$ cat src/rtl/dc_strobe_gen.sv
// ---------------------------------------------------------------------------
// dc_strobe_gen
//
// Burst generator for the datapath pulse counter. On an accepted start it
// issues len_i single-cycle dc strobes separated by gap_i idle cycles, then
// waits a bounded time for the counter's terminal pulse (count_i) as an
// acknowledge. Completion is reported with a one-cycle done pulse; err is set
// for a timeout or for an acknowledge that arrives before the burst finished.
// All registers update on the falling edge of clk_i.
//
// Ports
//   clk_i    in   1    clock, falling-edge active
//   rst_i    in   1    asynchronous reset, active high
//   start_i  in   1    burst request, sampled only in IDLE
//   len_i    in   LW   number of dc pulses, latched on accepted start
//   gap_i    in   GW   idle cycles between pulses, latched on accepted start
//   count_i  in   1    terminal pulse from the counter (acknowledge)
//   dc_o     out  1    strobe to the counter, one cycle per pulse
//   busy_o   out  1    high in every state except IDLE
//   done_o   out  1    one-cycle completion pulse
//   err_o    out  1    timeout / early acknowledge, held until next start
//   sent_o   out  LW   pulses issued in current/last burst
//
// state  | meaning
// -------+---------------------------------------------------------------
// IDLE   | waiting for start
// PULSE  | dc high for one cycle; sent counts the pulse on exit
// GAP    | dc low, gap down-counter running between two pulses
// WAIT   | all pulses issued, timeout down-counter waiting for count_i
// DONE   | one-cycle done pulse, then back to IDLE
// ---------------------------------------------------------------------------
module dc_strobe_gen #(
    parameter int LW      = 3,
    parameter int GW      = 4,
    parameter int TIMEOUT = 8
) (
    input  logic          clk_i,
    input  logic          rst_i,
    input  logic          start_i,
    input  logic [LW-1:0] len_i,
    input  logic [GW-1:0] gap_i,
    input  logic          count_i,
    output logic          dc_o,
    output logic          busy_o,
    output logic          done_o,
    output logic          err_o,
    output logic [LW-1:0] sent_o
);

    // TIMEOUT is limited to 1..255, so an 8-bit timer always holds it.
    localparam int            TW       = 8;
    localparam logic [TW-1:0] TMO_LOAD = TW'(TIMEOUT);

    typedef enum logic [2:0] {
        S_IDLE  = 3'd0,
        S_PULSE = 3'd1,
        S_GAP   = 3'd2,
        S_WAIT  = 3'd3,
        S_DONE  = 3'd4
    } state_t;

    state_t        state_q, state_d;
    logic [LW-1:0] len_q,   len_d;
    logic [GW-1:0] gap_q,   gap_d;
    logic [GW-1:0] gcnt_q,  gcnt_d;
    logic [TW-1:0] tcnt_q,  tcnt_d;
    logic [LW-1:0] sent_q,  sent_d;
    logic          err_q,   err_d;
    logic          dc_q,    dc_d;
    logic          busy_q,  busy_d;
    logic          done_q,  done_d;

    logic [LW-1:0] sent_inc;

    // -----------------------------------------------------------------------
    // State and datapath registers
    // -----------------------------------------------------------------------
    always_ff @(negedge clk_i or posedge rst_i) begin
        if (rst_i) begin
            state_q <= S_IDLE;
            len_q   <= '0;
            gap_q   <= '0;
            gcnt_q  <= '0;
            tcnt_q  <= '0;
            sent_q  <= '0;
            err_q   <= 1'b0;
            dc_q    <= 1'b0;
            busy_q  <= 1'b0;
            done_q  <= 1'b0;
        end else begin
            state_q <= state_d;
            len_q   <= len_d;
            gap_q   <= gap_d;
            gcnt_q  <= gcnt_d;
            tcnt_q  <= tcnt_d;
            sent_q  <= sent_d;
            err_q   <= err_d;
            dc_q    <= dc_d;
            busy_q  <= busy_d;
            done_q  <= done_d;
        end
    end

    // Saturating pulse count: never wraps past the latched length.
    assign sent_inc = (sent_q == len_q) ? sent_q : sent_q + LW'(1);

    // -----------------------------------------------------------------------
    // Next-state and datapath update
    // -----------------------------------------------------------------------
    always_comb begin
        state_d = state_q;
        len_d   = len_q;
        gap_d   = gap_q;
        gcnt_d  = gcnt_q;
        tcnt_d  = tcnt_q;
        sent_d  = sent_q;
        err_d   = err_q;

        unique case (state_q)
            S_IDLE: begin
                if (start_i) begin
                    sent_d = '0;
                    err_d  = 1'b0;
                    if (len_i != '0) begin
                        len_d   = len_i;
                        gap_d   = gap_i;
                        state_d = S_PULSE;
                    end else begin
                        state_d = S_DONE;
                    end
                end
            end

            S_PULSE: begin
                // The pulse in progress always completes and is counted,
                // even when an early acknowledge aborts the burst.
                sent_d = sent_inc;
                if (count_i) begin
                    err_d   = 1'b1;
                    state_d = S_DONE;
                end else if (sent_inc == len_q) begin
                    tcnt_d  = TMO_LOAD;
                    state_d = S_WAIT;
                end else if (gap_q != '0) begin
                    gcnt_d  = gap_q;
                    state_d = S_GAP;
                end
            end

            S_GAP: begin
                gcnt_d = gcnt_q - GW'(1);
                if (count_i) begin
                    err_d   = 1'b1;
                    state_d = S_DONE;
                end else if (gcnt_q == GW'(1)) begin
                    state_d = S_PULSE;
                end
            end

            S_WAIT: begin
                // Down-counter loaded with TIMEOUT on entry; reading 1 means
                // this is the TIMEOUT-th cycle spent waiting.
                tcnt_d = tcnt_q - TW'(1);
                if (count_i) begin
                    state_d = S_DONE;
                end else if (tcnt_q == TW'(1)) begin
                    err_d   = 1'b1;
                    state_d = S_DONE;
                end
            end

            S_DONE: begin
                state_d = S_IDLE;
            end

            default: begin
                state_d = S_IDLE;
            end
        endcase
    end

    // -----------------------------------------------------------------------
    // Moore outputs, decoded from the next state so they leave flops
    // -----------------------------------------------------------------------
    always_comb begin
        dc_d   = (state_d == S_PULSE);
        busy_d = (state_d != S_IDLE);
        done_d = (state_d == S_DONE);
    end

    assign dc_o   = dc_q;
    assign busy_o = busy_q;
    assign done_o = done_q;
    assign err_o  = err_q;
    assign sent_o = sent_q;

endmodule

$ cat config.mk
export PLATFORM = sky130hd
export DESIGN_NAME = dc_strobe_gen
export DESIGN_NICKNAME = d
export VERILOG_FILES = /design/src/rtl/dc_strobe_gen.sv
export SDC_FILE = /design/constraint.sdc
export NUM_CORES = 1
export LEC_CHECK = 0
export CAP_MARGIN = 20
export CORE_MARGIN = 8
export CORE_UTILIZATION = 45
export CTS_CLUSTER_DIAMETER = 60
export DETAILED_ROUTE_END_ITERATION = 8
export HOLD_SLACK_MARGIN = 0.02
export PLACE_DENSITY = 0.69
export SYNTH_ARGS = -nofsm -noshare
export SYNTH_HDL_FRONTEND = slang
export SYNTH_SLANG_ARGS = --single-unit
$ cat constraint.sdc
create_clock -name clk_i -period 5.75 [get_ports clk_i]
set_clock_uncertainty 0.2 [all_clocks]
set_input_delay 1.15 -clock clk_i [delete_from_list [all_inputs] [get_ports clk_i]]
set_output_delay 1.15 -clock clk_i [all_outputs]
set_load 0.03 [all_outputs]
Yosys cells after proc, flatten, opt, wreduce, memory -nomap -nowiden:

Cells that the tools add are included.

* add/subtract/negate cells: 3
* equality and inequality tests: 17
* multiplexer cells: 25
* reductions and logical operators: 14

Operators by type and width (number)
* $mux 3: 11
* $mux 8: 2
* $pmux 8 s2: 1
* $ne 2x2->1 const B: 7
* $mux 4: 3
* $pmux 3 s4: 1
* $reduce_bool 3->1: 3
* $eq 8x1->1 const B: 1
* $pmux 4 s2: 1
* $sub 8x1->8 const B: 1
* $eq 3x1->1 const B: 2
* $eq 3x2->1 const B: 2
* $eq 3x3->1: 2
* $pmux 3 s2: 1
* $reduce_and 3->1: 2
* $reduce_bool 2->1: 3
* $reduce_and 5->1: 1
* $eq 4x1->1 const B: 1
* $mux 1: 4
* $reduce_and 4->1: 1
* $reduce_bool 4->1: 1
* $sub 4x1->4 const B: 1
* $add 3x1->3 const B: 1
* $eq 3x3->1 const B: 1
* other kinds (5): 5

* register bits after elaboration: 29
* input port bits: 11
* output and inout port bits: 7

Depth between registers and ports, before layout:

* depth in word-level cells: 7
* gate-level depth with buffers: 7
* mapped depth without buffers: 7

==> results.json <==
{
  "finish.utilization_pct": 56.8,
  "maxSlewViolCount": 0,
  "syn_area_um2": 1690,
  "cp_top_family": "buffers and inverters",
  "critPathRequiredTime_ns": 4.40,
  "antenna_found_initial": 0,
  "synth.largest_area_cell": "dfrtn_1",
  "die_w_um": 77.2,
  "die_area_um2": 5960,
  "ir_drop_uv": 332,
  "power_leakage_nw": 0.920,
  "worst_setup_path_end_kind": "output pin",
  "status": "completed",
  "first_global_vias": 1444,
  "seq_area_um2": 726,
  "grt_max_degree": 30,
  "final_cells": 255,
  "cts_made_buffers": 5,
  "cts_tree": "built",
  "dr.pass1.iters": 5,
  "worst_path_max_delay_cell": "clkdlybuf4s50_1",
  "crit_start": "sent_o[1]$_DFFE_NP0P_",
  "path_cells": "clkdlybuf4s50_1",
  "drive_above_1_share_pct": 15.0,
  "min_path_type": "flop to flop",
  "grt_pass1_wl_mm": 6.65,
  "path_clk_slew_ns": 0.04,
  "cts.htree.levels": 2,
  "layout_common_cells": "dfrtn_1, nand2_1, nor2_1",
  "max_cap_violations": 0,
  "relSlewSlack_pct": 60.2,
  "wire_per_inst_um": 15.5,
  "dp.cells": 247,
  "grt_overflow_total": 0,
  "post_cts_buffers": 0,
  "port_buffers": 17,
  "n_fill_cell": 331,
  "finalInstanceArea_um2": 2060,
  "synth_edf_count": 0,
  "finalPower_mw": 1.20,
  "clock_latency_ns": 0.29,
  "synth_fp_nets": 194,
  "syn_inst": 178,
  "antenna_left": 0,
  "slowest_delay_ns": 0.70,
  "area_delta_synth_final_pct": 22.5,
  "grt.total_usage_pct": 13.6,
  "multiInputGateArea_um2": 896,
  "die_y_um": 77.2,
  "ys_types": 51,
  "path_buf_inv": 1,
  "ios": 18,
  "timing.hold.ws_ns": 0.255,
  "cp_max_fo": 4,
  "wl_met2_mm": 1.81,
  "clkSinkCount": 29,
  "synthFlopType": "dfrtn_1",
  "rsz0062_at_grt": "no",
  "antennaDiodeCount": 0,
  "yosys-top-cells-area": "dfrtn_1, nand2_1, nor2_1",
  "vias": 1485,
  "drt-met1-wl_mm": 1.75,
  "ys_ff_latch": 29,
  "post-dp-hpwl_mm": 2.83,
  "fin_nets": 222,
  "highest_layer": "met4",
  "hp-start": "sent_o[2]$_DFFE_NP0P_",
  "yosysSeqAreaShare_pct": 43.1,
  "drt-total-wl_mm": 3.94,
  "root_buffer": "clkbuf_8",
  "num_rows": 22,
  "place_area_um2": 1950,
  "pwr_density_cell_nw_per_um2": 582,
  "start_kind": "flop",
  "setup_violations": 0,
  "yosys.area.top_type_share_pct": 43.1,
  "async_reset_ff_share_pct": 100,
  "viasPerCell": 5.82,
  "final_common_cell": "dfrtn_1",
  "path_class": "flop to output pin",
  "r2r_start": "sent_o[0]$_DFFE_NP0P_",
  "crit_arrival_ns": 4.33,
  "tightestPinTransition_ns": 0.592,
  "cts.path.max_buffers": 2,
  "wl_met3_um": 318,
  "core_area_um2": 3630,
  "final_hold_viol_count": 0,
  "drc_errors": 0,
  "yosysWarningCount": 0,
  "start_util_pct": 46.4,
  "drt-initial-drc-count": 111,
  "place_congestion": 0.797,
  "avgSynthCellArea_um2": 9.47
}
==> final cells by class <==
class                      instances  area share [%]
clock buffer                       7            4.67
clock inverter                     1           0.242
inverter                           9            1.64
multi-input combinational        134            43.4
sequential                        29            35.2
tap                               48            2.91
timing repair buffer              27            12.0
==> worst paths after layout <==
kind                                          to  slack (ns)  cells past startpoint
min reg2reg                sent_o[2]$_DFFE_NP0P_        0.25                      1
min in group asynchronous   len_q[1]$_DFFE_NP0P_        3.80                      3
max reg2reg                gcnt_q[3]$_DFFE_NP0P_        3.45                      5
max in group asynchronous  tcnt_q[3]$_DFFE_NP0P_        1.23                      3
min                        sent_o[2]$_DFFE_NP0P_        0.25                      1
max                                    sent_o[1]        0.07                      1
==> sequential cells by signal (all words and copies together) (netlist names), 3 cells and up <==
signal	count
gap_q	4
gcnt_q	4
len_q	3
sent_o	3
state_q	3
tcnt_q	8
==> power by group <==
| group | internal (mW) | switching [mW] | leakage [nW] |
|---|---|---|---|
| sequential | 0.304 | 0.124 | 0.367 |
| combinational | 0.258 | 0.328 | 0.499 |
| clock | 0.108 | 0.0787 | 0.0542 |
==> cells in the mapped netlist (2+ instances only) <==
master,count
mux2i_1,2
nor3b_1,2
or3b_2,2
o21ai_1,2
nor4_1,3
a22o_1,2
nor2b_1,3
o31ai_1,3
a31oi_1,3
inv_1,9
a21oi_1,8
nand3b_1,2
nand2_1,25
dfrtn_1,29
nor2_1,17
nand2b_1,2
a211oi_1,2
nor3_1,5
a32o_1,2
xnor2_1,3
xor2_1,2
o21ai_0,8
or3_1,2
clkbuf_1,4
or4b_1,2
ha_1,5
nand3_1,5
==> cells by family (layout without fill, tap and decap cells) <==
| kind of cell | after synthesis | after routing | share of synthesized area [%] |
|---|---|---|---|
| AO/OA/AOI/OAI | 42 | 42 | 17.6 |
| XOR/XNOR | 6 | 6 | 4.08 |
| adder cells (fa/ha/maj) | 5 | 5 | 3.71 |
| buffers and inverters | 15 | 44 | 4.38 |
| flip-flops | 29 | 29 | 43.1 |
| multiplexers | 3 | 3 | 1.86 |
| AND/OR/NAND/NOR | 78 | 78 | 25.3 |
==> what timing repair did <==
item / in CTS / in global routing
endpoints found under the setup margin: 0 / 2
gates resized for setup: 0 / 3
hold buffers: 0 / 0
==> per-stage QoR <==
stage / TNS (ns) / setup slack, ns
floorplan: 0 / 0.229
global placement: -0.877 / -0.178
detailed placement: -1.32 / -0.246
CTS: 0 / 0.0342
global route: 0 / 0.0114
finish: 0 / 0.0678
==> routing by layer <==
layer,vias up,GRT usage (%)
met1,729,16.9
li1,704,-
met5,-,0
met3,7,4.66
met4,0,6.42
met2,45,20.6
==> worst register-to-register path: cells and delay by family, from the launching register on <==
family	cells	cell delay (ns)
AND/OR/NAND/NOR	1	0.44
flip-flops	1	0.49
AO/OA/AOI/OAI	2	0.52
adder cells (fa/ha/maj)	1	0.21
XOR/XNOR	1	0.30
No activity file was read; power rests on OpenSTA's default activity.
